### config.mk
export PLATFORM = sky130hd
export DESIGN_NAME = key_event_detector
export DESIGN_NICKNAME = d
export VERILOG_FILES = /design/src/rtl/key_event_detector.sv
export SDC_FILE = /design/constraint.sdc
export NUM_CORES = 1
export LEC_CHECK = 0
export ABC_AREA = 1
export ABC_CLOCK_PERIOD_IN_PS = 4700
export CAP_MARGIN = 20
export CELL_PAD_IN_SITES_DETAIL_PLACEMENT = 1
export CELL_PAD_IN_SITES_GLOBAL_PLACEMENT = 1
export CORE_MARGIN = 1.5
export CORE_UTILIZATION = 50
export CTS_BUF_LIST = sky130_fd_sc_hd__clkbuf_8
export DETAILED_ROUTE_END_ITERATION = 6
export HOLD_SLACK_MARGIN = 0.15
export PLACE_DENSITY_LB_ADDON = 0.1
export SYNTH_ARGS = -nofsm -noshare
export SYNTH_HDL_FRONTEND = slang
export SYNTH_SLANG_ARGS = --single-unit
### constraint.sdc
create_clock -name sysclk -period 4.7 [get_ports sysclk]
set_clock_uncertainty 0.2 [all_clocks]
set_input_delay 0.94 -clock sysclk [delete_from_list [all_inputs] [get_ports sysclk]]
set_output_delay 0.94 -clock sysclk [all_outputs]
set_load 0.01 [all_outputs]
### src/rtl/key_event_detector.sv
// Push-button front end: synchronise, debounce and classify presses
// into press, click, double-click and long-press pulses.
module key_event_detector #(
    parameter int DEBOUNCE_CYCLES = 2_500_000,
    parameter int LONG_CYCLES     = 125_000_000,
    parameter int DOUBLE_CYCLES   = 37_500_000,
    parameter bit ACTIVE_LOW      = 1'b1
) (
    input  logic sysclk,
    input  logic rst,
    input  logic key,
    output logic key_level,
    output logic key_flag,
    output logic key_click,
    output logic key_double,
    output logic key_long
);

    localparam int DW = $clog2(DEBOUNCE_CYCLES + 1);
    localparam int LW = $clog2(LONG_CYCLES + 1);
    localparam int GW = $clog2(DOUBLE_CYCLES + 1);

    localparam logic [DW-1:0] DEB_LAST  = DW'(DEBOUNCE_CYCLES - 1);
    localparam logic [LW-1:0] LONG_LAST = LW'(LONG_CYCLES - 1);
    localparam logic [GW-1:0] GAP_LAST  = GW'(DOUBLE_CYCLES - 1);
    localparam logic [GW-1:0] GAP_MAX   = GW'(DOUBLE_CYCLES);
    localparam logic          RELEASED  = ACTIVE_LOW;

    typedef enum logic [1:0] {
        IDLE   = 2'd0,
        PRESS1 = 2'd1,
        GAP    = 2'd2,
        PRESS2 = 2'd3
    } state_t;

    state_t          state;
    state_t          state_nxt;
    logic            sync1;
    logic            sync2;
    logic            raw_pressed;
    logic [DW-1:0]   deb_cnt;
    logic            level_d;
    logic            rise;
    logic            fall;
    logic            press_e;
    logic [LW-1:0]   hold_cnt;
    logic [GW-1:0]   gap_cnt;
    logic            long_done;
    logic            long_hit;
    logic            click_nxt;
    logic            double_nxt;
    logic            long_nxt;

    always_ff @(posedge sysclk) begin
        if (rst) begin
            sync1 <= RELEASED;
            sync2 <= RELEASED;
        end else begin
            sync1 <= key;
            sync2 <= sync1;
        end
    end

    assign raw_pressed = ACTIVE_LOW ? ~sync2 : sync2;

    always_ff @(posedge sysclk) begin
        if (rst) begin
            key_level <= 1'b0;
            deb_cnt   <= '0;
        end else if (raw_pressed == key_level) begin
            deb_cnt <= '0;
        end else if (deb_cnt == DEB_LAST) begin
            key_level <= ~key_level;
            deb_cnt   <= '0;
        end else begin
            deb_cnt <= deb_cnt + 1'b1;
        end
    end

    // The FSM acts on the edge in the cycle it is seen, so its
    // registered pulses line up with the registered press_e.
    assign rise = key_level & ~level_d;
    assign fall = ~key_level & level_d;

    always_ff @(posedge sysclk) begin
        if (rst) begin
            level_d <= 1'b0;
            press_e <= 1'b0;
        end else begin
            level_d <= key_level;
            press_e <= rise;
        end
    end

    assign key_flag = press_e;

    assign long_hit = (state == PRESS1) && !long_done
                      && (hold_cnt == LONG_LAST);

    always_ff @(posedge sysclk) begin
        if (rst) begin
            state <= IDLE;
        end else begin
            state <= state_nxt;
        end
    end

    always_comb begin
        state_nxt = state;
        unique case (state)
            IDLE: begin
                if (rise) state_nxt = PRESS1;
            end
            PRESS1: begin
                if (fall) state_nxt = (long_done || long_hit) ? IDLE : GAP;
            end
            GAP: begin
                if (rise && gap_cnt < GAP_MAX) state_nxt = PRESS2;
                else if (gap_cnt == GAP_LAST)  state_nxt = IDLE;
            end
            PRESS2: begin
                if (fall) state_nxt = IDLE;
            end
            default: state_nxt = IDLE;
        endcase
    end

    always_comb begin
        long_nxt   = long_hit;
        double_nxt = 1'b0;
        click_nxt  = 1'b0;
        if (state == GAP) begin
            if (rise && gap_cnt < GAP_MAX) double_nxt = 1'b1;
            else if (gap_cnt == GAP_LAST)  click_nxt  = 1'b1;
        end
    end

    always_ff @(posedge sysclk) begin
        if (rst) begin
            hold_cnt  <= '0;
            long_done <= 1'b0;
        end else if (state == IDLE && rise) begin
            hold_cnt  <= '0;
            long_done <= 1'b0;
        end else if (state == PRESS1) begin
            if (hold_cnt != LONG_LAST) hold_cnt <= hold_cnt + 1'b1;
            if (long_hit)              long_done <= 1'b1;
        end
    end

    always_ff @(posedge sysclk) begin
        if (rst) begin
            gap_cnt <= '0;
        end else if (state == PRESS1 && fall) begin
            gap_cnt <= '0;
        end else if (state == GAP && gap_cnt != GAP_LAST) begin
            gap_cnt <= gap_cnt + 1'b1;
        end
    end

    always_ff @(posedge sysclk) begin
        if (rst) begin
            key_click  <= 1'b0;
            key_double <= 1'b0;
            key_long   <= 1'b0;
        end else begin
            key_click  <= click_nxt;
            key_double <= double_nxt;
            key_long   <= long_nxt;
        end
    end

endmodule
==> results of run 1 <==
cells in the final DEF, fill, tap and decap left out, types with 9 or more instances in the layout:
cell type,instances
a21oi_1,61
clkbuf_8,9
nor2_1,123
nand2_1,250
inv_1,93
xor2_1,25
nor3_1,33
nand3_1,42
o21ai_0,13
dfxtp_1,86
kinds of logic after synthesis:
kind of cell | Yosys count
buffers and inverters | 115
adder cells (fa/ha/maj) | 3
flip-flops | 86
AO/OA/AOI/OAI | 83
XOR/XNOR | 31
AND/OR/NAND/NOR | 497
state kept, by name, indices dropped and copies added (netlist names):
signal,cells
deb_cnt,22
gap_cnt,26
hold_cnt,27
key_click,1
key_double,1
key_flag,1
key_level,1
key_long,1
level_d,1
long_done,1
state,2
sync1,1
sync2,1
worst reg2reg max path, delay by kind of cell, from the launching register on:
family,cells,cell delay (ns)
fa+ha+maj,1,0.34
compound gates,2,0.26
simple gates,5,0.80
buf+inv,2,0.36
flops,1,0.49
how the worst min path moves through the flow:
stage / start / end / cells past startpoint
3_3_place_gp: sync1$_SDFF_PP1_ / sync2$_SDFF_PP1_ / 1
2_1_floorplan: sync1$_SDFF_PP1_ / sync2$_SDFF_PP1_ / 1
6_report: sync1$_SDFF_PP1_ / sync2$_SDFF_PP1_ / 1
3_5_place_dp: sync1$_SDFF_PP1_ / sync2$_SDFF_PP1_ / 1
4_1_cts: sync1$_SDFF_PP1_ / sync2$_SDFF_PP1_ / 1
5_1_grt: sync1$_SDFF_PP1_ / sync2$_SDFF_PP1_ / 1
Yosys cell counts, drive strengths merged:
master  number
nand2      258
nor2       129
inv         98
dfxtp       86
a21oi       63
nand3       44
nor3        34
xor2        25
o21ai       17
buf         13
nand4        8
nand3b       7
nor3b        6
nor4         6
xnor2        6
or2          5
clkbuf       4
ha           3
o211ai       1
o21a         1
o31ai        1
layer usage:
layer,up-vias,global-route usage (%),routed length (um)
met5,-,0,0
met4,0,9.23,238
met3,18,2.94,507
met2,87,46.0,6800
met1,2417,37.7,6830
li1,2561,-,-
through the flow:
stage	area [sq um]	utilization [%]
final	5380	54.8
after global routing	5380	54.8
after global placement	5200	53.0
after floorplan	5100	-
after detailed placement	5200	53.0
after CTS	5380	54.8
area by class of cell:
type / instances / area, sq um
fillers: 1434 / 4440
multi-input cells: 614 / 2870
flip-flops and latches: 86 / 1720
inverters: 98 / 368
well taps: 133 / 166
clock buffers: 9 / 124
repair buffers: 8 / 77.6
clock inverters: 7 / 48.8
where the power goes:
part	internal [uW]	switching (uW)	total, uW
Sequential	739	14.8	754
Combinational	27.8	113	141
Clock	194	291	485
==> qor.txt, run 1 <==
status = complete, no violations
Total GRT Usage = 27.7%
Via-to-Cell Ratio = 5.32
Pwr Total = 1380 uW
crit path from = rst
endpoints failing hold = 0
Slew HR = 48.9%
fin cells = 955
Mapped Cells = 815
vias = 5083
worst-path cell chain = clkdlybuf4s50_1, inv_1, o21ai_0, a21oi_1, nand2_1, nor3b_1
cell depth of the worst setup path = 6
cts repair resizes = 0
Pleak = 0.00197 uW
later-pin clock latency in the skew report = 0.37 ns
Max Slew Vio Count = 0
Simple-Gate Fraction of Synth Area = 41.8%
Worst EP arrival = 2.87 ns
DIE HEIGHT = 104 um
Yosys top cell by area = dfxtp_1
final worst slack = 1.90 ns
slowest CP cell = clkdlybuf4s50_1
largest stage delay on the critical path = 0.59 ns
synth unique cells = 33
DP HPWL = 10.8 mm
Cell Count Post-Placement = 939
cell row count = 36
Clock Tree Buf Depth = 2
max cap viols = 0
main combinational cell family by area after synthesis = simple AND/OR/NAND/NOR gates
post-route setup TNS = 0 ns
WL per Instance = 15.1 um
vias in the first global route = 5183
Initial Util = 51.9%
IO buf count = 7
Max VDD drop = 0.150 mV
Least-Margin Pin Slew = 0.765 ns
maximum clock rate = 0.358 GHz
Initial DRC Count = 194
crit-path leading delay family = simple AND/OR/NAND/NOR gates
Num CTS Buffers = 9
hold crit path type = register to register
H-tree depth = 3
remaining antenna violation count = 0
Final setup viols = 0
DRC = 0
initial antenna violation count = 0
Core Area = 9820 sq um
Syn Area/Cell = 6.25 sq um
Pwr per Cell Area = 257 nW/um^2
Antenna diodes = 0
Worst setup SP type = primary input
Syn Nets = 821
Worst Path Buf+Inv = 2
cts hold-fix bufs = 0
CTS clk-pin slew, worst paths = 0.10 ns
Critical R2R Launch = hold_cnt[0]$_SDFFE_PP0P_
Placer Congestion = 0.893
largest net degree at the start of global routing = 32
first-pass GRT wire length = 24.5 mm
TritonCTS clock tree = built
critical register-to-register path endpoint = hold_cnt[8]$_SDFFE_PP0P_
area grow syn2layout = 5.52%
FF+latch count, synth = 86
Synth Area in Compound Gates = 8.45%
Remaining Overflow, GRT = 0
post-CTS setup buffers = 0
root buffer cell = clkbuf_8
DR pass1 iterations = 5
CP max FO = 22
Post-Synth Adder-Cell Area = 0.737%
clk sinks = 86
top post-synthesis cells by area = dfxtp_1, nand2_1, nor2_1
post-synth top area share = 33.8%
Min Clock Period, post-route = 2.80 ns
Die W = 104 um
XOR/XNOR Fraction of Synth Area = 5.33%
period utilization = 59.5%
mux cell area share after synthesis = 0%
hold slack = 0.223 ns
flop-to-flop setup slack = 2.13 ns
Yosys warnings = 0
Die ar. = 10800 sq um
crit end category = register
crit path to = deb_cnt[3]$_SDFF_PP0_
Worst R2R Path Depth = 10
sequential share of the synthesized area = 33.8%
RSZ-0062 raised after global routing = no
io pins = 8
Place WS = 1.48 ns
layout cells sized above 1 = 5.60%
CP Class = primary input to register
Routed WL = 14.4 mm
cell area after synthesis = 5100 sq um
Critical Path RT = 4.77 ns
Net count, final = 823
Power figures use the tool's default switching activity.
==> inputs of run 2 (changes only) <==
Settings changed: ABC_CLOCK_PERIOD_IN_PS 4700 to 2300, CORE_UTILIZATION 50 to 42.
Clock period 4.7 ns to 2.3 ns, I/O delays scaled along.
==> qor.txt, run 2 (synthesized netlist as in run 1, its figures left out) <==
TritonCTS clock tree = built
Place WS = 0.164 ns (-1.31 ns)
cts hold-fix bufs = 0 (unchanged)
vias = 5061 (-0.43%)
Clock Tree Buf Depth = 2 (unchanged)
CP Class = register to register
cts repair resizes = 0 (unchanged)
Largest regs = hold_cnt (27), gap_cnt (26), deb_cnt (22)
Pleak = 0.00207 uW (+5.0%)
vias in the first global route = 5138 (-0.87%)
FILL cells = 1604 (+12%)
io pins = 8 (unchanged)
top sig layer = met4
Biggest register = hold_cnt
max cap viols = 0 (unchanged)
status = complete, no violations
layout cells sized above 1 = 7.06% (+1.5 points)
flop-to-flop setup slack = 0.24 ns (-1.89 ns)
Die W = 113 um (+8.8%)
root buffer cell = clkbuf_8
Initial DRC Count = 185 (-4.6%)
Worst Path Buf+Inv = 2 (unchanged)
crit-path leading delay family = simple AND/OR/NAND/NOR gates
RSZ-0062 raised after global routing = no
initial antenna violation count = 0 (unchanged)
WL per Instance = 14.6 um (-3.2%)
clk sinks = 86 (unchanged)
most frequent cells in the layout = nand2_1, nor2_1, inv_1, dfxtp_1, a21oi_1
Via-to-Cell Ratio = 5.15 (-3.3%)
Final setup viols = 0 (unchanged)
post-CTS setup buffers = 0 (unchanged)
Max Slew Vio Count = 0 (unchanged)
Antenna diodes = 0 (unchanged)
endpoints failing hold = 0 (unchanged)
Worst setup SP type = register
max FFs per register = 27 (unchanged)
period utilization = 89.5%
final worst slack = 0.242 ns (-1.66 ns)
CP max FO = 24 (+9.1%)
CP most frequent cell = inv_2
Routed WL = 14.3 mm (-0.35%)
Initial Util = 42.8% (-9.1 points)
Critical Path RT = 2.34 ns (-2.43 ns)
DP HPWL = 11.1 mm (+2.9%)
DR pass1 iterations = 5 (unchanged)
worst-path cell chain = ha_1, nand3_4, nor2_4, inv_2, nor2_2, nand2_2, nand2_4, inv_2, o21ai_0, a21oi_1
Remaining Overflow, GRT = 0 (unchanged)
met2 wire length = 6.85 mm (+0.72%)
largest stage delay on the critical path = 0.37 ns (-0.22 ns)
Total GRT Usage = 23.8% (-3.9 points)
H-tree depth = 3 (unchanged)
sequential cell area = 1720 sq um (unchanged)
Least-Margin Pin Slew = 0.790 ns (+0.0249 ns)
Slew HR = 47.3% (-1.6 points)
Min Clock Period, post-route = 2.06 ns
slowest CP cell = dfxtp_1
met1 wire length = 6.82 mm (-0.19%)
largest net degree at the start of global routing = 31 (-3.1%)
Num CTS Buffers = 9 (unchanged)
post-route setup TNS = 0 ns (unchanged)
DRC = 0 (unchanged)
area grow syn2layout = 9.16%
hold crit path type = register to register
remaining antenna violation count = 0 (unchanged)
Die ar. = 12800 sq um (+18%)
DIE HEIGHT = 113 um (+8.8%)
Pwr per Cell Area = 538 nW/um^2 (+110%)
Max VDD drop = 0.474 mV (+220%)
Worst EP arrival = 2.09 ns (-0.78 ns)
Net count, final = 837 (+1.7%)
crit end category = register
Placer Congestion = 0.856 (-4.1%)
routed wl met3 = 497 um (-2.0%)
commonest non-fill, non-tap cell in the layout = nand2_1
Core Area = 11900 sq um (+21%)
later-pin clock latency in the skew report = 0.37 ns (about the same)
CTS clk-pin slew, worst paths = 0.09 ns (about the same)
Util after Layout = 46.7% (-8.1 points)
IO buf count = 7 (unchanged)
first-pass GRT wire length = 24.5 mm (about the same)
area of the multi-input gates = 2870 sq um (unchanged)
maximum clock rate = 0.486 GHz
cell row count = 40 (+11%)
-- run 2: worst register-to-register path: stages, from the launching register on --
cell     delay [ns]
dfxtp_1        0.37
ha_1           0.30
nand3_4        0.16
nor2_4         0.15
inv_2          0.07
nor2_2         0.11
nand2_2        0.09
nand2_4        0.09
inv_2          0.18
o21ai_0        0.14
a21oi_1        0.08
-- run 2: final timing paths --
| check | to | cells past startpoint | from |
|---|---|---|---|
| worst min register to register | sync2$_SDFF_PP1_ | 1 | sync1$_SDFF_PP1_ |
| worst max register to register | hold_cnt[7]$_SDFFE_PP0P_ | 10 | hold_cnt[1]$_SDFFE_PP0P_ |
| worst max-delay path | hold_cnt[7]$_SDFFE_PP0P_ | 10 | hold_cnt[1]$_SDFFE_PP0P_ |
| worst min-delay path | sync2$_SDFF_PP1_ | 1 | sync1$_SDFF_PP1_ |
-- run 2: stage by stage --
| stage | total power (uW) | cells | instance area (sq um) | hold slack [ns] |
|---|---|---|---|---|
| 2_1_floorplan | 1840 | 815 | 5100 | 0.189 |
| 3_3_place_gp | 1900 | 967 | 5350 | 0.212 |
| 3_5_place_dp | 1900 | 967 | 5350 | 0.209 |
| 4_1_cts | 3060 | 983 | 5560 | 0.235 |
| 5_1_grt | 3140 | 983 | 5560 | 0.245 |
| 6_report | 2990 | 983 | 5560 | 0.229 |
-- run 2: routing by layer --
metal,global-route usage (%),up-vias
met4,6.42,0
met5,0,-
met3,4.71,15
li1,-,2598
met1,30.9,2391
met2,40.5,57
-- run 2: report_power, final --
part           leakage (uW)  internal, uW  switching [uW]  total (uW)
Combinational       0.00127          94.0             241         335
Sequential         0.000693          1510            20.0        1530
Clock              0.000107           561             566        1130
Total               0.00207          2170             827        2990
-- run 2: final cells by class --
class | count | share of cell area, %
multi-input cells | 614 | 51.6
well taps | 147 | 3.31
clock buffers | 11 | 2.72
clock inverters | 5 | 1.06
repair buffers | 22 | 3.73
flip-flops and latches | 86 | 30.9
inverters | 98 | 6.61
